`src/rtl/mfm_sync_decoder.sv`:
```
// MFM sync hunter and decoder: finds the sync word in the recovered cell
// stream, frames 16-cell words and strips clock cells into data bytes.
//
// Ports:
//   clk_k     system clock, all logic on posedge
//   rst       synchronous active-high reset
//   cell_stb  one strobe per recovered bit cell
//   cell_dat  cell value, qualified by cell_stb
//   lck       PLL lock; low forces a return to hunt
//   dat_o     decoded byte, MSB first
//   dat_stb   dat_o valid strobe
//   sync_stb  sync word matched strobe
//   err_stb   MFM violation in the byte's raw word (with dat_stb)
//   busy      high while framing data words
//   byte_cnt  bytes emitted since the last sync
module mfm_sync_decoder #(
    parameter logic [15:0] SYNC_WORD = 16'h4489,
    parameter int          MAX_BYTES = 1088,
    parameter int          CNT_W     = 11
) (
    input  logic             clk_k,
    input  logic             rst,
    input  logic             cell_stb,
    input  logic             cell_dat,
    input  logic             lck,
    output logic [7:0]       dat_o,
    output logic             dat_stb,
    output logic             sync_stb,
    output logic             err_stb,
    output logic             busy,
    output logic [CNT_W-1:0] byte_cnt
);

    typedef enum logic {
        HUNT,
        DATA
    } state_e;

    localparam logic [CNT_W-1:0] MAX_C = CNT_W'(MAX_BYTES);

    state_e           state_q;
    logic [15:0]      sr_q;
    logic [15:0]      sr_d;
    logic [3:0]       cell_cnt_q;
    logic             prev_q;
    logic             match;
    logic             viol;
    logic [16:0]      span;
    logic [7:0]       byte_d;
    logic [CNT_W-1:0] byte_cnt_d;

    assign sr_d       = {sr_q[14:0], cell_dat};
    assign match      = cell_stb && (sr_d == SYNC_WORD);
    assign byte_cnt_d = byte_cnt + 1'b1;

    // Data cells sit in the odd-numbered slots of the raw word,
    // i.e. the even bit positions of the shift register.
    assign byte_d = {sr_d[14], sr_d[12], sr_d[10], sr_d[8],
                     sr_d[6],  sr_d[4],  sr_d[2],  sr_d[0]};

    // The last cell of the previous word joins the span so that
    // violations straddling the word boundary are caught too.
    always_comb begin
        span = {prev_q, sr_d};
        viol = |(span[16:1] & span[15:0]);
        for (int i = 0; i < 14; i++) begin
            if (span[i +: 4] == 4'b0000) begin
                viol = 1'b1;
            end
        end
    end

    always_ff @(posedge clk_k) begin
        if (rst) begin
            state_q    <= HUNT;
            sr_q       <= '0;
            cell_cnt_q <= '0;
            prev_q     <= 1'b0;
            dat_o      <= '0;
            dat_stb    <= 1'b0;
            sync_stb   <= 1'b0;
            err_stb    <= 1'b0;
            busy       <= 1'b0;
            byte_cnt   <= '0;
        end else begin
            dat_stb  <= 1'b0;
            sync_stb <= 1'b0;
            err_stb  <= 1'b0;
            if (!lck) begin
                state_q    <= HUNT;
                busy       <= 1'b0;
                cell_cnt_q <= '0;
                sr_q       <= '0;
            end else if (cell_stb) begin
                sr_q <= sr_d;
                if (match) begin
                    // Sync realigns framing from any position.
                    state_q    <= DATA;
                    busy       <= 1'b1;
                    sync_stb   <= 1'b1;
                    cell_cnt_q <= '0;
                    byte_cnt   <= '0;
                    prev_q     <= sr_d[0];
                end else if (state_q == DATA) begin
                    cell_cnt_q <= cell_cnt_q + 4'd1;
                    if (cell_cnt_q == 4'd15) begin
                        dat_o   <= byte_d;
                        dat_stb <= 1'b1;
                        err_stb <= viol;
                        prev_q  <= sr_d[0];
                        if (byte_cnt < MAX_C) begin
                            byte_cnt <= byte_cnt_d;
                        end
                        // Last permitted byte: emit it, then stop framing.
                        if (byte_cnt_d >= MAX_C) begin
                            state_q <= HUNT;
                            busy    <= 1'b0;
                        end
                    end
                end
            end
        end
    end

endmodule

```
`config.mk`:
```
export PLATFORM = sky130hd
export DESIGN_NAME = mfm_sync_decoder
export DESIGN_NICKNAME = d
export VERILOG_FILES = /design/src/rtl/mfm_sync_decoder.sv
export SDC_FILE = /design/constraint.sdc
export NUM_CORES = 1
export LEC_CHECK = 0
export CORE_MARGIN = 10
export CORE_UTILIZATION = 50
export DETAILED_ROUTE_END_ITERATION = 8
export PLACE_DENSITY = 0.73
export SYNTH_ARGS = -nofsm -noshare
export SYNTH_HDL_FRONTEND = slang
export SYNTH_SLANG_ARGS = --single-unit
```
`constraint.sdc`:
```
create_clock -name clk_k -period 2.05 [get_ports clk_k]
set_input_delay 0.3075 -clock clk_k [delete_from_list [all_inputs] [get_ports clk_k]]
set_output_delay 0.3075 -clock clk_k [all_outputs]
set_load 0.01 [all_outputs]
```
==> results_dict.tcl, run 1 <==
set metrics [dict create \
    status "completed" \
    ys_ff_latch 44 \
    grt_setup_unrepaired "no" \
    nNetsFinal 289 \
    track_usage_pct 14.0 \
    core_sq_um 4120 \
    root_buffer "clkbuf_8" \
    post_cts_buffers 0 \
    worstSetupPathType "flip-flop to flip-flop" \
    holdCritStartpoint "cell_cnt_q[3]" \
    setup_viol 0 \
    syn_area_per_cell_sq_um 8.80 \
    fp-row-count 23 \
    antenna_cells 0 \
    tns_ps 0 \
    drtIter0Drc 162 \
    cts_tree "yes" \
    total_leakage_power_nw 0.927 \
    synth_most_common_cell "dfxtp_1" \
    nFillCells 377 \
    synth-simple-area-share_pct 24.6 \
    synthFlopType "dfxtp_1" \
    grt_pass1_wl_um 8550 \
    synth_area_leaders "dfxtp_1, mux2i_1, nor2_1" \
    ff2ff_path_depth 6 \
    syn2layout_area_growth_pct 21.4 \
    synth.net_count 255 \
    cts_made_buffers 5 \
    overflow 0 \
    dp_hpwl_um 3620 \
    synth_compound_area_share_pct 16.3 \
    cap_violations 0 \
    first_pass_iters 4 \
    r2r-end "state_q" \
    place_ws_ps 16.2 \
    synth-edff-count 0 \
    fin_ws_ps 230 \
    htreeDepth 2 \
    skew_ps 9.12 \
    gp_congestion 0.858 \
    period_share_pct 88.8 \
    worst_skew_pair.late_latency_ps 300 \
    synthCells 248 \
    cp.required_ps 2280 \
    ios 28 \
    drc 0 \
    async_flop_share_pct 0 \
    cp-start-kind "flip-flop" \
    dr_total_vias 1897 \
    synth_top_cell_area_share_pct 40.3 \
    via_per_inst 5.70 \
    grt_start_max_net_pins 25 \
    antenna_found_initial 0 \
    ys_top_cells_by_count "dfxtp_1, nor2_1, mux2i_1, o21ai_0, a21oi_1" \
    synth_top_family_by_area "simple AND/OR/NAND/NOR gates" \
    reg2reg_from "byte_cnt[1]" \
    hold_viol_final 0 \
    fp.dieW_um 86.1 \
    hold_depth 2 \
    synth_largest_area_cell "dfxtp_1" \
    finalWirelength_um 5070 \
    fmax_mhz 549 \
    arrival_ps 2050 \
    endpoint_kind "flip-flop" \
    hold_path.class "flip-flop to flip-flop" \
    maxSlewHeadroom_pct 76.1 \
    synthXorXnorAreaFrac_pct 1.20 \
    wl_per_cell_um 15.2 \
    initial_utilization_pct 53.1 \
    die_area_sq_um 7410 \
    syn_area_sq_um 2180 \
    holdPathEnd "cell_cnt_q[3]" \
    slew_violations 0 \
    drive_gt1_share_pct 9.89 \
    cts_hold_buf 0 \
    ys_seq_area_share_pct 40.3 \
    synthMuxAreaShare_pct 11.5 \
    fp.dieH_um 86.1 \
    ys_warn_count 0 \
    ys_types 49 \
    first_global_vias 1766 \
    ctsResizeCount 0 \
    ff2ff_setup_slack_ps 230 \
    worstMarginPinSlew_ps 359 \
    pwr_density_cell_nw_per_um2 564 \
    synthAdderAreaFrac_pct 1.15 \
    cts_buffer_depth 2 \
    drtAntennaViolNets 0 \
    cts.sinks 44 \
    path_max_fanout 4 \
    finalInstanceArea_sq_um 2650 \
    clk_pin_slew_ps 80 \
    fin_crit_ps 1820 \
    post_dp_cell_area_sq_um 2560 \
    portBuffers 27 \
    irDropWorstVdd_v 0.000382 \
]
[metrics by stage]
stage | std cells | hold WS, ps | utilization [%] | total power, W
after detailed placement | 325 | 482 | 62.1 | 0.000936
after global placement | 325 | 473 | 62.1 | 0.000937
after floorplan | 248 | 453 | - | 0.000911
after global routing | 333 | 525 | 64.4 | 0.00155
final | 333 | 488 | 64.4 | 0.00149
after CTS | 333 | 493 | 64.4 | 0.00151
[report_power, final]
part / internal (W) / switching [W] / total (W)
Clock: 0.000274 / 0.000305 / 0.000579
Sequential: 0.000855 / 0.00000145 / 0.000856
Combinational: 0.0000264 / 0.0000339 / 0.0000603
[critical path, stage by stage, from the launching register on]
cell and delay, ps:
dfxtp_1 390, ha_1 230, nand3_1 160, or4b_1 520, mux2i_1 140, o22ai_1 120
a31oi_1 190
[worst max-delay path by stage]
stage	start	to	slack, ps	depth (start not counted)
2_1_floorplan	byte_cnt[6]	byte_cnt[1]	330	6
3_3_place_gp	cell_dat	byte_cnt[1]	50	6
3_5_place_dp	cell_dat	byte_cnt[1]	20	6
4_1_cts	byte_cnt[1]	state_q	220	6
5_1_grt	cell_cnt_q[0]	byte_cnt[4]	40	6
6_report	byte_cnt[1]	state_q	230	6
[routing by layer]
metal	track usage (%)	up-vias	share of wire, %
li1	-	964	-
met1	17.5	877	48
met2	21.0	50	45
met3	5.39	6	6.1
met4	5.54	0	1.5
met5	0	-	0
[placed cells by master, fill, tap and decap left out, types with 3 or more instances in the layout]
cell type / Yosys / layout
clkbuf_8: 0 / 6
nand3_1: 4 / 4
or3_1: 4 / 4
nor2_1: 40 / 40
nand2b_1: 3 / 3
dfxtp_1: 44 / 44
mux2i_1: 25 / 25
o31ai_1: 3 / 3
buf_4: 1 / 14
nand2_1: 12 / 12
nand4_1: 5 / 5
nor3_1: 7 / 7
a21oi_1: 15 / 15
inv_1: 6 / 6
clkdlybuf4s50_1: 0 / 27
o21ai_0: 18 / 18
nor2b_1: 7 / 7
[logic make-up after synthesis]
family	after synthesis
buffers and inverters	21
flip-flops	44
adder cells (fa/ha/maj)	2
AO/OA/AOI/OAI	55
multiplexers	25
XOR/XNOR	3
AND/OR/NAND/NOR	98
[state kept, by name, indices dropped and copies added (netlist names)]
name	count
dat_o	8
sr_q	15
byte_cnt	11
err_stb	1
state_q	1
busy	1
prev_q	1
cell_cnt_q	4
sync_stb	1
dat_stb	1
[area by class of cell]
class	instances	area, sq um	area share (%)
inverters	6	22.5	0.850
clock buffers	7	86.3	3.26
flip-flops and latches	44	881	33.2
multi-input cells	183	1190	45.1
repair buffers	42	395	14.9
well taps	50	62.6	2.36
clock inverters	1	7.51	0.283
No activity file was read; power rests on OpenSTA's default activity.
==> run 2: changes to the inputs <==
SLEW_MARGIN = 5   (was not set)
==> results of run 2 <==
No change in the layout: final DEF, timing and power equal those of run 1.
==> run 3: changes to the inputs <==
--- a/constraint.sdc
+++ b/constraint.sdc
@@ -3,2 +3,2 @@
 set_output_delay 0.3075 -clock clk_k [all_outputs]
-set_load 0.01 [all_outputs]
+set_load 0.02 [all_outputs]
==> results of run 3 <==
No change in the layout: final DEF, timing and power equal those of run 1.
